--- config.mk ---
export PLATFORM = sky130hd
export DESIGN_NAME = mem_port_arbiter
export DESIGN_NICKNAME = d
export VERILOG_FILES = /design/src/rtl/mem_port_arbiter.sv
export SDC_FILE = /design/constraint.sdc
export NUM_CORES = 1
export LEC_CHECK = 0
export ABC_AREA = 1
export CELL_PAD_IN_SITES_DETAIL_PLACEMENT = 1
export CELL_PAD_IN_SITES_GLOBAL_PLACEMENT = 1
export CORE_MARGIN = 2
export CORE_UTILIZATION = 28
export CTS_BUF_LIST = sky130_fd_sc_hd__clkbuf_2 sky130_fd_sc_hd__clkbuf_4 sky130_fd_sc_hd__clkbuf_8
export CTS_CLUSTER_SIZE = 20
export DETAILED_ROUTE_END_ITERATION = 10
export PLACE_DENSITY_LB_ADDON = 0.1
export SKIP_CTS_REPAIR_TIMING = 1
export SYNTH_ARGS = -nofsm -noshare
export SYNTH_HDL_FRONTEND = slang
export SYNTH_SLANG_ARGS = --single-unit
--- constraint.sdc ---
create_clock -name clk -period 1.5 [get_ports clk]
set_input_delay 0.3 -clock clk [delete_from_list [all_inputs] [get_ports clk]]
set_output_delay 0.3 -clock clk [all_outputs]
set_load 0.05 [all_outputs]
--- src/rtl/mem_port_arbiter.sv ---
// Arbiter sharing one single-port memory between instruction fetch (I) and load/store (D).
// D wins by default; a starvation counter forces an I grant after STARVE_MAX back-to-back D grants.
module mem_port_arbiter #(
  parameter int DWIDTH     = 32,
  parameter int AWIDTH     = 32,
  parameter int STARVE_MAX = 4
) (
  input  logic              clk,
  input  logic              rst,
  // fetch requester
  input  logic              if_req,
  input  logic [AWIDTH-1:0] if_addr,
  input  logic              if_flush,
  output logic              if_done,
  output logic [DWIDTH-1:0] if_rdata,
  output logic              if_stall,
  // data requester
  input  logic              d_req,
  input  logic              d_we,
  input  logic [AWIDTH-1:0] d_addr,
  input  logic [DWIDTH-1:0] d_wdata,
  output logic              d_done,
  output logic [DWIDTH-1:0] d_rdata,
  output logic              d_stall,
  // memory port
  output logic              m_req,
  output logic              m_we,
  output logic [AWIDTH-1:0] m_addr,
  output logic [DWIDTH-1:0] m_wdata,
  input  logic              m_ack,
  input  logic [DWIDTH-1:0] m_rdata
);

  localparam int CW = (STARVE_MAX < 1) ? 1 : $clog2(STARVE_MAX + 1);
  localparam logic [CW-1:0] STARVE_LIMIT = CW'(STARVE_MAX);

  typedef enum logic [2:0] {
    IDLE   = 3'd0,
    BUSY_I = 3'd1,
    BUSY_D = 3'd2,
    DONE_I = 3'd3,
    DONE_D = 3'd4
  } state_t;

  state_t            state_reg, state_next;
  logic [CW-1:0]     starve_cnt_reg, starve_cnt_next;
  logic              drop_reg, drop_next;
  logic              m_we_reg, m_we_next;
  logic [AWIDTH-1:0] m_addr_reg, m_addr_next;
  logic [DWIDTH-1:0] m_wdata_reg, m_wdata_next;
  logic [DWIDTH-1:0] if_rdata_reg, if_rdata_next;
  logic [DWIDTH-1:0] d_rdata_reg, d_rdata_next;

  logic force_i;
  logic grant_d;
  logic grant_i;
  logic drop_now;

  // Arbitration happens only in IDLE; a saturated counter with fetch pending blocks D.
  always_comb begin
    force_i  = if_req && (starve_cnt_reg == STARVE_LIMIT);
    grant_d  = (state_reg == IDLE) && d_req && !force_i;
    grant_i  = (state_reg == IDLE) && !grant_d && if_req && !if_flush;
    drop_now = drop_reg || if_flush;
  end

  // State register
  always_ff @(posedge clk) begin
    if (rst) begin
      state_reg <= IDLE;
    end else begin
      state_reg <= state_next;
    end
  end

  // Next-state logic
  always_comb begin
    state_next = state_reg;
    case (state_reg)
      IDLE: begin
        if (grant_d) begin
          state_next = BUSY_D;
        end else if (grant_i) begin
          state_next = BUSY_I;
        end
      end
      BUSY_I: begin
        if (m_ack) begin
          // A fetch cancelled while in flight completes silently.
          state_next = drop_now ? IDLE : DONE_I;
        end
      end
      BUSY_D: begin
        if (m_ack) begin
          state_next = DONE_D;
        end
      end
      DONE_I:  state_next = IDLE;
      DONE_D:  state_next = IDLE;
      default: state_next = IDLE;
    endcase
  end

  // Output logic
  always_comb begin
    m_req    = (state_reg == BUSY_I) || (state_reg == BUSY_D);
    if_done  = (state_reg == DONE_I) && !if_flush;
    d_done   = (state_reg == DONE_D);
    if_stall = if_req && !if_done;
    d_stall  = d_req && !d_done;
    m_we     = m_we_reg;
    m_addr   = m_addr_reg;
    m_wdata  = m_wdata_reg;
    if_rdata = if_rdata_reg;
    d_rdata  = d_rdata_reg;
  end

  // Datapath and bookkeeping next values
  always_comb begin
    starve_cnt_next = starve_cnt_reg;
    drop_next       = 1'b0;
    m_we_next       = m_we_reg;
    m_addr_next     = m_addr_reg;
    m_wdata_next    = m_wdata_reg;
    if_rdata_next   = if_rdata_reg;
    d_rdata_next    = d_rdata_reg;

    if (state_reg == IDLE) begin
      if (grant_d && if_req) begin
        if (starve_cnt_reg != STARVE_LIMIT) begin
          starve_cnt_next = starve_cnt_reg + CW'(1);
        end
      end else if (grant_i || !if_req) begin
        starve_cnt_next = '0;
      end
    end

    if (grant_d) begin
      m_we_next    = d_we;
      m_addr_next  = d_addr;
      m_wdata_next = d_wdata;
    end else if (grant_i) begin
      m_we_next    = 1'b0;
      m_addr_next  = if_addr;
      m_wdata_next = '0;
    end

    if (state_reg == BUSY_I) begin
      drop_next = drop_now;
      if (m_ack && !drop_now) begin
        if_rdata_next = m_rdata;
      end
    end

    // Stores also capture m_rdata; the value is meaningless but harmless.
    if ((state_reg == BUSY_D) && m_ack) begin
      d_rdata_next = m_rdata;
    end
  end

  always_ff @(posedge clk) begin
    if (rst) begin
      starve_cnt_reg <= '0;
      drop_reg       <= 1'b0;
      m_we_reg       <= 1'b0;
      m_addr_reg     <= '0;
      m_wdata_reg    <= '0;
      if_rdata_reg   <= '0;
      d_rdata_reg    <= '0;
    end else begin
      starve_cnt_reg <= starve_cnt_next;
      drop_reg       <= drop_next;
      m_we_reg       <= m_we_next;
      m_addr_reg     <= m_addr_next;
      m_wdata_reg    <= m_wdata_next;
      if_rdata_reg   <= if_rdata_next;
      d_rdata_reg    <= d_rdata_next;
    end
  end

endmodule

# Word level (Yosys, flattened, before mapping)
# Cells that the tools add are included.
# classes
add_sub_neg	1
eq_ne	10
n_mux	15
n_bitwise	1
n_reduce_logical	29
# op_table
operator	n
$mux W32	4
$mux W3	7
$logic_and A1 B1 Y1	12
$pmux W3 S3	1
$logic_not A1 Y1	7
$eq A3 B2 Y1 const B	2
$eq A3 B3 Y1 const B	2
$ne A3 B3 Y1 const B	2
$reduce_and A3 Y1	2
$ne A2 B2 Y1 const B	2
$reduce_bool A2 Y1	2
$add A3 B1 Y3 const B	1
$eq A3 B1 Y1 const B	1
$logic_not A3 Y1	1
$logic_or A1 B1 Y1	3
$mux W1	2
$mux W2	1
$ne A2 B1 Y1 const B	1
$reduce_and A2 Y1	1
$reduce_or A2 Y1	1
$not A1 Y1	1
# totals
ff_bits	136
in_bits	135
out_inout_bits	134
wordCells	64

# Depth between registers and ports, before layout
# Gate-level depths: netlist of the first run.
# depth
depth_word	11
depth_mapped	11
depth_no_buf	9

# Worst setup path after synthesis of the first run
# Ideal clock, no wire load.
# synth_path
kind	register to output
start	register state_reg[1]
end	output port if_stall
arrival_time_ns	2.640
required_ns	1.200
slack_ns	-1.440
path_stages_with_launch	4
path_buffers	0
cell_sequence	dfxtp_1 -> inv_2 -> nor4_1 -> nor2_1
# synth_between
elab_chain_cells	4
# synth_rtl
element	line_no	source
start, declared	45	state_t state_reg, state_next;
start signal, assigned	72	state_reg <= state_next;
$eq A3 B2 Y1	107	if_done = (state_reg == DONE_I) && !if_flush;
$logic_and A1 B1 Y1	107	
named net if_done	14	output logic if_done,
$logic_not A1 Y1	109	if_stall = if_req && !if_done;
$logic_and A1 B1 Y1	109	
end, declared	16	output logic if_stall,
# The timed path passes the listed nets, and every way through them passes these cells.

# Final worst setup path of the first run
# layout_path
start	register state_reg[0]
end	output port d_stall
# layout_between
elab_chain_cells	3
# layout_rtl
element	line_no	source
$eq A3 B3 Y1	108	d_done = (state_reg == DONE_D);
$logic_not A1 Y1	110	d_stall = d_req && !d_done;
$logic_and A1 B1 Y1	110	
end, declared	24	output logic d_stall,
# No other way between the ends.

==> metrics.md, run 1 <==
| Metric | Value |
|---|---|
| Final setup violation count | `41` |
| Synthesized netlist net count | `894` |
| Die X | `143 um` |
| Clock-pin slew on the worst setup and hold paths | `0.09 ns` |
| Number of top-level design ports | `269` |
| Largest net degree at the start of global routing | `42` |
| Global-route total usage across every layer | `19.4%` |
| Share of final-layout standard cells stronger than drive strength 1 | `32.3%` |
| Fraction of registers with async set or reset after synthesis | `0%` |
| WL met2 | `11.7 mm` |
| Final clock period utilization by the worst path | `119%` |
| TritonCTS clock tree | `yes` |
| Final Slew Violations | `0` |
| EDFF count, synth | `0` |
| Unrepaired setup endpoints after global routing | `yes` |
| Worst setup path class | `flip-flop to output port` |
| Setup TNS after final layout | `-2.08 ns` |
| Top layer in use | `met4` |
| Worst endpoint data arrival time | `1.49 ns` |
| Yosys top cell area share | `50.4%` |
| Global-route wire length before repair | `30.7 mm` |
| Type of the worst min-delay path | `input port to flip-flop` |
| Vertical die dimension | `143 um` |
| P_leak | `0.00483 uW` |
| Clk buf depth | `2` |
| Clock latency on the worst-skew pair | `0.46 ns` |
| Routed wl met3 | `1.96 mm` |
| Endpoint required time on the critical path | `1.20 ns` |
| Wire per inst | `17.3 um` |
| Number of library cell types mapped by synthesis | `26` |
| Cell type with the highest aggregate area in the netlist | `sky130_fd_sc_hd__dfxtp_1` |
| Post-Syn Instances | `757` |
| Remaining max-slew budget at the tightest pin | `78.1%` |
| Standard cell core area | `18800 um2` |
| Top cells by instance count after synthesis | `sky130_fd_sc_hd__nor2_1 (200), sky130_fd_sc_hd__nand2_1 (145), sky130_fd_sc_hd__dfxtp_1 (136)` |
| Layout-stage area growth over the synthesis result | `107%` |
| Drt drc | `0` |
| Final global-route overflow total | `0` |
| Final Routed Wirelength | `22.9 mm` |
| Number of antenna violations at the first check in global routing | `0` |
| Clock tree skew after final layout | `0.0132 ns` |
| Number of failing hold endpoints at the final stage | `0` |
| Ratio of total power to cell area | `1620 nW/um2` |
| Crit start category | `flip-flop` |
| Number of nets at the end of the flow | `1189` |
| Initial core utilization | `28.7%` |
| Sinks on Clock Net | `136` |
| Via count of the first global-routing pass | `5934` |
| Worst Path Max Fanout | `3` |
| Sequential cell area fraction in the yosys report | `50.4%` |
| Count of inserted antenna diode cells | `0` |
| Most used standard cell by instance count after synthesis | `sky130_fd_sc_hd__nor2_1` |
| Transition at the pin with the smallest max-transition slack | `0.327 ns` |
| Violations in the final reports | `negative setup slack` |
| Std cell rows | `50` |
| Count of TritonRoute iterations in the first routing pass | `4` |
| HPWL after detailed placement | `14.7 mm` |
| Area of the die | `20400 um2` |
| Min cycle time layout | `1.79 ns` |
| Number of vias in the routed layout | `6012` |
| Clock buffers created by TritonCTS | `17` |
| Number of DRC markers after the initial detailed-route iteration | `216` |
| Global placer's final weighted congestion | `0.757` |
| Number of synthesized register bits | `136` |
| Vias per cell | `4.54` |
| Final WS setup | `-0.286 ns` |
| CTS root buf | `sky130_fd_sc_hd__clkbuf_8` |
| Critical path endpoint category | `output port` |
| Tightest hold margin | `0.403 ns` |
| Maxcap violations | `0` |
| Mean area per synthesized cell | `7.13 um2` |
| Top flip-flop cell by instance count after synthesis | `sky130_fd_sc_hd__dfxtp_1` |
| CTS H-Tree Depth | `4` |
| Syn Std Cell Area | `5400 um2` |
| Routed Antenna Nets | `0` |
| Number of port buffers | `268` |
| Run status | `finished with violations` |
| PnR Total Power | `18100 uW` |
| Wire length the detailed router placed on met1 | `8.89 mm` |
| Top post-synthesis cells by area | `sky130_fd_sc_hd__dfxtp_1 (50%), sky130_fd_sc_hd__nor2_1 (14%), sky130_fd_sc_hd__nand2_1 (10%), sky130_fd_sc_hd__o21ai_0 (5.4%), sky130_fd_sc_hd__inv_1 (5.0%)` |
| Fmax | `0.560 GHz` |
| Worst VDD drop | `0.760 mV` |
| Number of warnings issued by yosys | `0` |
==> layout by cell type (no fill, tap or decap), types with 17 or more instances in the layout <==
cell type                         count
sky130_fd_sc_hd__nand3_1             24
sky130_fd_sc_hd__nand2_4             27
sky130_fd_sc_hd__nor2_1             196
sky130_fd_sc_hd__buf_4               22
sky130_fd_sc_hd__clkdlybuf4s50_1    134
sky130_fd_sc_hd__nand3_2             17
sky130_fd_sc_hd__clkbuf_8            19
sky130_fd_sc_hd__o21ai_0             55
sky130_fd_sc_hd__nand2_2             26
sky130_fd_sc_hd__inv_1               70
sky130_fd_sc_hd__a21oi_2             32
sky130_fd_sc_hd__dfxtp_1            131
sky130_fd_sc_hd__nand2_1             92
sky130_fd_sc_hd__buf_12             144
==> critical path, cell delays in order, from the launching register on <==
cell and delay, ns:
sky130_fd_sc_hd__dfxtp_4 0.35, sky130_fd_sc_hd__buf_4 0.14, sky130_fd_sc_hd__nor3_4 0.32, sky130_fd_sc_hd__nor2_4 0.06, sky130_fd_sc_hd__buf_12 0.15
==> cell type report <==
| type | instances | area (um2) |
|---|---|---|
| Sequential cell | 136 | 2730 |
| Timing Repair Buffer | 320 | 4790 |
| Fill cell | 2049 | 7640 |
| Tap cell | 260 | 325 |
| Multi-Input combinational cell | 499 | 2660 |
| Inverter | 78 | 295 |
| Clock inverter | 13 | 134 |
| Clock buffer | 19 | 262 |
==> per-stage QoR <==
stage / setup WS (ns) / instances / utilization (%) / instance area (um2)
floorplan: -0.140 / 757 / - / 5440
global placement: -0.247 / 1271 / 52.4 / 9870
detailed placement: -0.280 / 1271 / 52.4 / 9870
CTS: -0.405 / 1303 / 54.5 / 10300
global route: -0.367 / 1325 / 59.4 / 11200
finish: -0.286 / 1325 / 59.4 / 11200
==> per-layer routing <==
layer	up-vias	GRT usage, %
met5	-	0
met4	0	6.15
met3	23	9.19
met2	183	33.0
met1	2880	21.4
li1	2926	-
==> logic make-up (layout without fill, tap and decap cells) <==
kind of cell	after synthesis	after routing	synth area share, %
AOI/OAI and AO/OA	102	102	9.50
xor gates and xnor gates	1	1	0.162
adders and majority gates	2	2	0.463
buffers and inverters	122	430	10.2
DFF	136	136	50.4
and+or+nand+nor	394	394	29.2
==> path summary, 6_finish.rpt <==
| check | start | endpoint | slack (ns) | cells past startpoint |
|---|---|---|---|---|
| hold / removal | d_wdata[20] | m_wdata[20]$_SDFFE_PP0P_ | 0.40 | 3 |
| setup reg to reg | starve_cnt_reg[1]$_SDFFE_PP0P_ | m_wdata[26]$_SDFFE_PP0P_ | -0.08 | 9 |
| hold reg to reg | m_wdata[10]$_SDFFE_PP0P_ | m_wdata[10]$_SDFFE_PP0P_ | 0.51 | 2 |
| setup / recovery | state_reg[0]$_SDFFE_PP0P_ | d_stall | -0.29 | 4 |
==> report_power, final <==
group | leakage (uW) | internal, uW | total [uW] | switching, uW
Sequential | 0.00112 | 4340 | 5080 | 737
Clock | 0.000193 | 1440 | 3090 | 1640
Combinational | 0.00352 | 4660 | 9950 | 5290
No activity file was read; power rests on OpenSTA's default activity.
==> run 2: changes to the inputs <==
- CORE_UTILIZATION: 28 -> 30
- CTS_CLUSTER_SIZE: 20 -> 10
- clock period: 1.5 -> 2.3 ns (I/O delays scaled with it)
==> run 2 against run 1 <==
The run now ends clean. Largest power group unchanged. Via count down 6.5%. Critical path type unchanged. Cell area decreased by 22%. Die area down 6.5%.
==> metrics.md, run 2 (synthesized netlist as in run 1, its figures left out) <==
| Metric | Value |
|---|---|
| Run status | `finished clean` |
| Critical path endpoint category | `output port` |
| Number of top-level design ports | `269` |
| Fmax | `0.478 GHz` |
| Worst setup path class | `flip-flop to output port` |
| CTS H-Tree Depth | `4` |
| Type of the worst min-delay path | `flip-flop to flip-flop` |
| Clock-pin slew on the worst setup and hold paths | `0.09 ns` |
| Ratio of total power to cell area | `1070 nW/um2` |
| Worst hold path depth | `2` |
| Number of nets at the end of the flow | `1155` |
| Initial core utilization | `30.4%` |
| Number of failing hold endpoints at the final stage | `0` |
| Critical-path cell list | `clkdlybuf4s50_1` |
| HPWL after detailed placement | `13.2 mm` |
| Final global-route overflow total | `0` |
| Count of TritonRoute iterations in the first routing pass | `4` |
| Global-route total usage across every layer | `19.2%` |
| Layout-stage area growth over the synthesis result | `61.8%` |
| Standard cell core area | `17800 um2` |
| Drt drc | `0` |
| Part of the power in registers | `32.6%` |
| Area of the die | `19100 um2` |
| P_leak | `0.00369 uW` |
| Final Non-Filler Cells | `1260` |
| Setup TNS after final layout | `0 ns` |
| Count of inserted antenna diode cells | `0` |
| Crit. path cell count | `1` |
| Clk buf depth | `2` |
| Number of port buffers | `268` |
| Maxcap violations | `0` |
| Comb power frac | `46.4%` |
| Reg2Reg Depth | `9` |
| Std cell rows | `49` |
| Number of DRC markers after the initial detailed-route iteration | `187` |
| Final setup violation count | `0` |
| Vias per cell | `4.46` |
| Routed Antenna Nets | `0` |
| Number of fill cells | `2190` |
| Global placer's final weighted congestion | `0.739` |
| Most common library cell in the layout ignoring fill and taps | `sky130_fd_sc_hd__clkdlybuf4s50_1` |
| Clock latency on the worst-skew pair | `0.44 ns` |
| P_sw | `4180 uW` |
| Min cycle time layout | `2.09 ns` |
| Crit start category | `flip-flop` |
| Largest net degree at the start of global routing | `60` |
| Number of vias in the routed layout | `5624` |
| Final WS setup | `0.209 ns` |
| Leading cell types in the layout, fill and taps excluded | `sky130_fd_sc_hd__clkdlybuf4s50_1 (263), sky130_fd_sc_hd__nor2_1 (200), sky130_fd_sc_hd__nand2_1 (144)` |
| Worst slack at placement | `0.228 ns` |
| Pint | `5190 uW` |
| Via count of the first global-routing pass | `5646` |
| Clock group share of total power | `21.0%` |
| Crit path max-delay cell type | `sky130_fd_sc_hd__clkdlybuf4s50_1` |
| Wire per inst | `14.5 um` |
| Final Slew Violations | `0` |
| Global-route wire length before repair | `29.7 mm` |
| Core Util, Final | `49.1%` |
| Switching part of the total | `44.6%` |
| Stage delay of the slowest cell on the critical path | `0.83 ns` |
| Worst endpoint data arrival time | `1.63 ns` |
| CTS root buf | `sky130_fd_sc_hd__clkbuf_8` |
| Remaining max-slew budget at the tightest pin | `58.8%` |
| Worst VDD drop | `0.482 mV` |
| TritonCTS clock tree | `yes` |
| Number of antenna violations at the first check in global routing | `0` |
| Seq. cell area | `2720 um2` |
| Transition at the pin with the smallest max-transition slack | `0.617 ns` |
| Clock buffers created by TritonCTS | `17` |
| Die X | `138 um` |
| Cell family contributing the most delay on the critical path | `buffers and inverters` |
| Worst Path Max Fanout | `2` |
| Multi-input gate area in the final layout | `2140 um2` |
| Number of instances in the placed design | `1228` |
| Endpoint required time on the critical path | `1.84 ns` |
| Final clock period utilization by the worst path | `90.9%` |
| Tightest hold margin | `0.464 ns` |
| Number of buffers and inverters on the critical path | `1` |
| Clock tree skew after final layout | `0.0126 ns` |
| Vertical die dimension | `138 um` |
| Final Routed Wirelength | `18.3 mm` |
| Unrepaired setup endpoints after global routing | `no` |
| Sinks on Clock Net | `136` |
| Share of final-layout standard cells stronger than drive strength 1 | `6.79%` |
## run 2: changes by cell type in the layout (fill, tap and decap cells not counted), moves of 7 or more
cell | previous run | this run
sky130_fd_sc_hd__buf_12 | 144 | 8
sky130_fd_sc_hd__clkdlybuf4s50_1 | 134 | 263
sky130_fd_sc_hd__nand2_1 | 92 | 144
sky130_fd_sc_hd__a21oi_1 | 4 | 36
sky130_fd_sc_hd__a21oi_2 | 32 | 0
sky130_fd_sc_hd__nand2_4 | 27 | 1
sky130_fd_sc_hd__nand2_2 | 26 | 1
sky130_fd_sc_hd__nand3_1 | 24 | 39
sky130_fd_sc_hd__nand3_2 | 17 | 2
sky130_fd_sc_hd__clkbuf_16 | 11 | 0
sky130_fd_sc_hd__buf_4 | 22 | 15
## run 2: final timing paths
check / slack, ns / from / end
worst max-delay path: 0.21 / d_rdata[20]$_SDFFE_PP0P_ / d_rdata[20]
worst min-delay path: 0.46 / m_wdata[4]$_SDFFE_PP0P_ / m_wdata[4]$_SDFFE_PP0P_
worst max register to register: 0.70 / starve_cnt_reg[0]$_SDFFE_PP0P_ / m_addr[27]$_SDFFE_PP0P_
worst min register to register: 0.46 / m_wdata[4]$_SDFFE_PP0P_ / m_wdata[4]$_SDFFE_PP0P_
## run 2: layer usage
layer	vias to the layer above	wire (um)	track usage, %
li1	2849	-	-
met1	2591	7990	22.7
met2	164	8670	32.3
met3	20	1300	7.14
met4	0	341	6.61
met5	-	0	0
## run 2: area by class of cell
cell class / count / area share [%]
timing repair buffer: 286 / 33.3
inverter: 78 / 3.35
sequential: 136 / 31.2
clock buffer: 19 / 2.92
multi-input combinational: 499 / 24.5
tap: 229 / 3.28
clock inverter: 13 / 1.53
## run 2: power groups by stage
stage	Clock (uW)	Combinational, uW	Sequential [uW]
finish	1970	4340	3060
global route	2130	4680	3110
CTS	2030	4420	3060
detailed placement	0	4400	3110
global placement	0	4350	3090
floorplan	0	1360	4620
## run 2: per-stage QoR
stage          power (uW)  instance area [um2]
2_1_floorplan        5980                 5410
3_3_place_gp         7440                 8350
3_5_place_dp         7510                 8350
4_1_cts              9510                 8740
5_1_grt              9920                 8740
6_report             9370                 8740
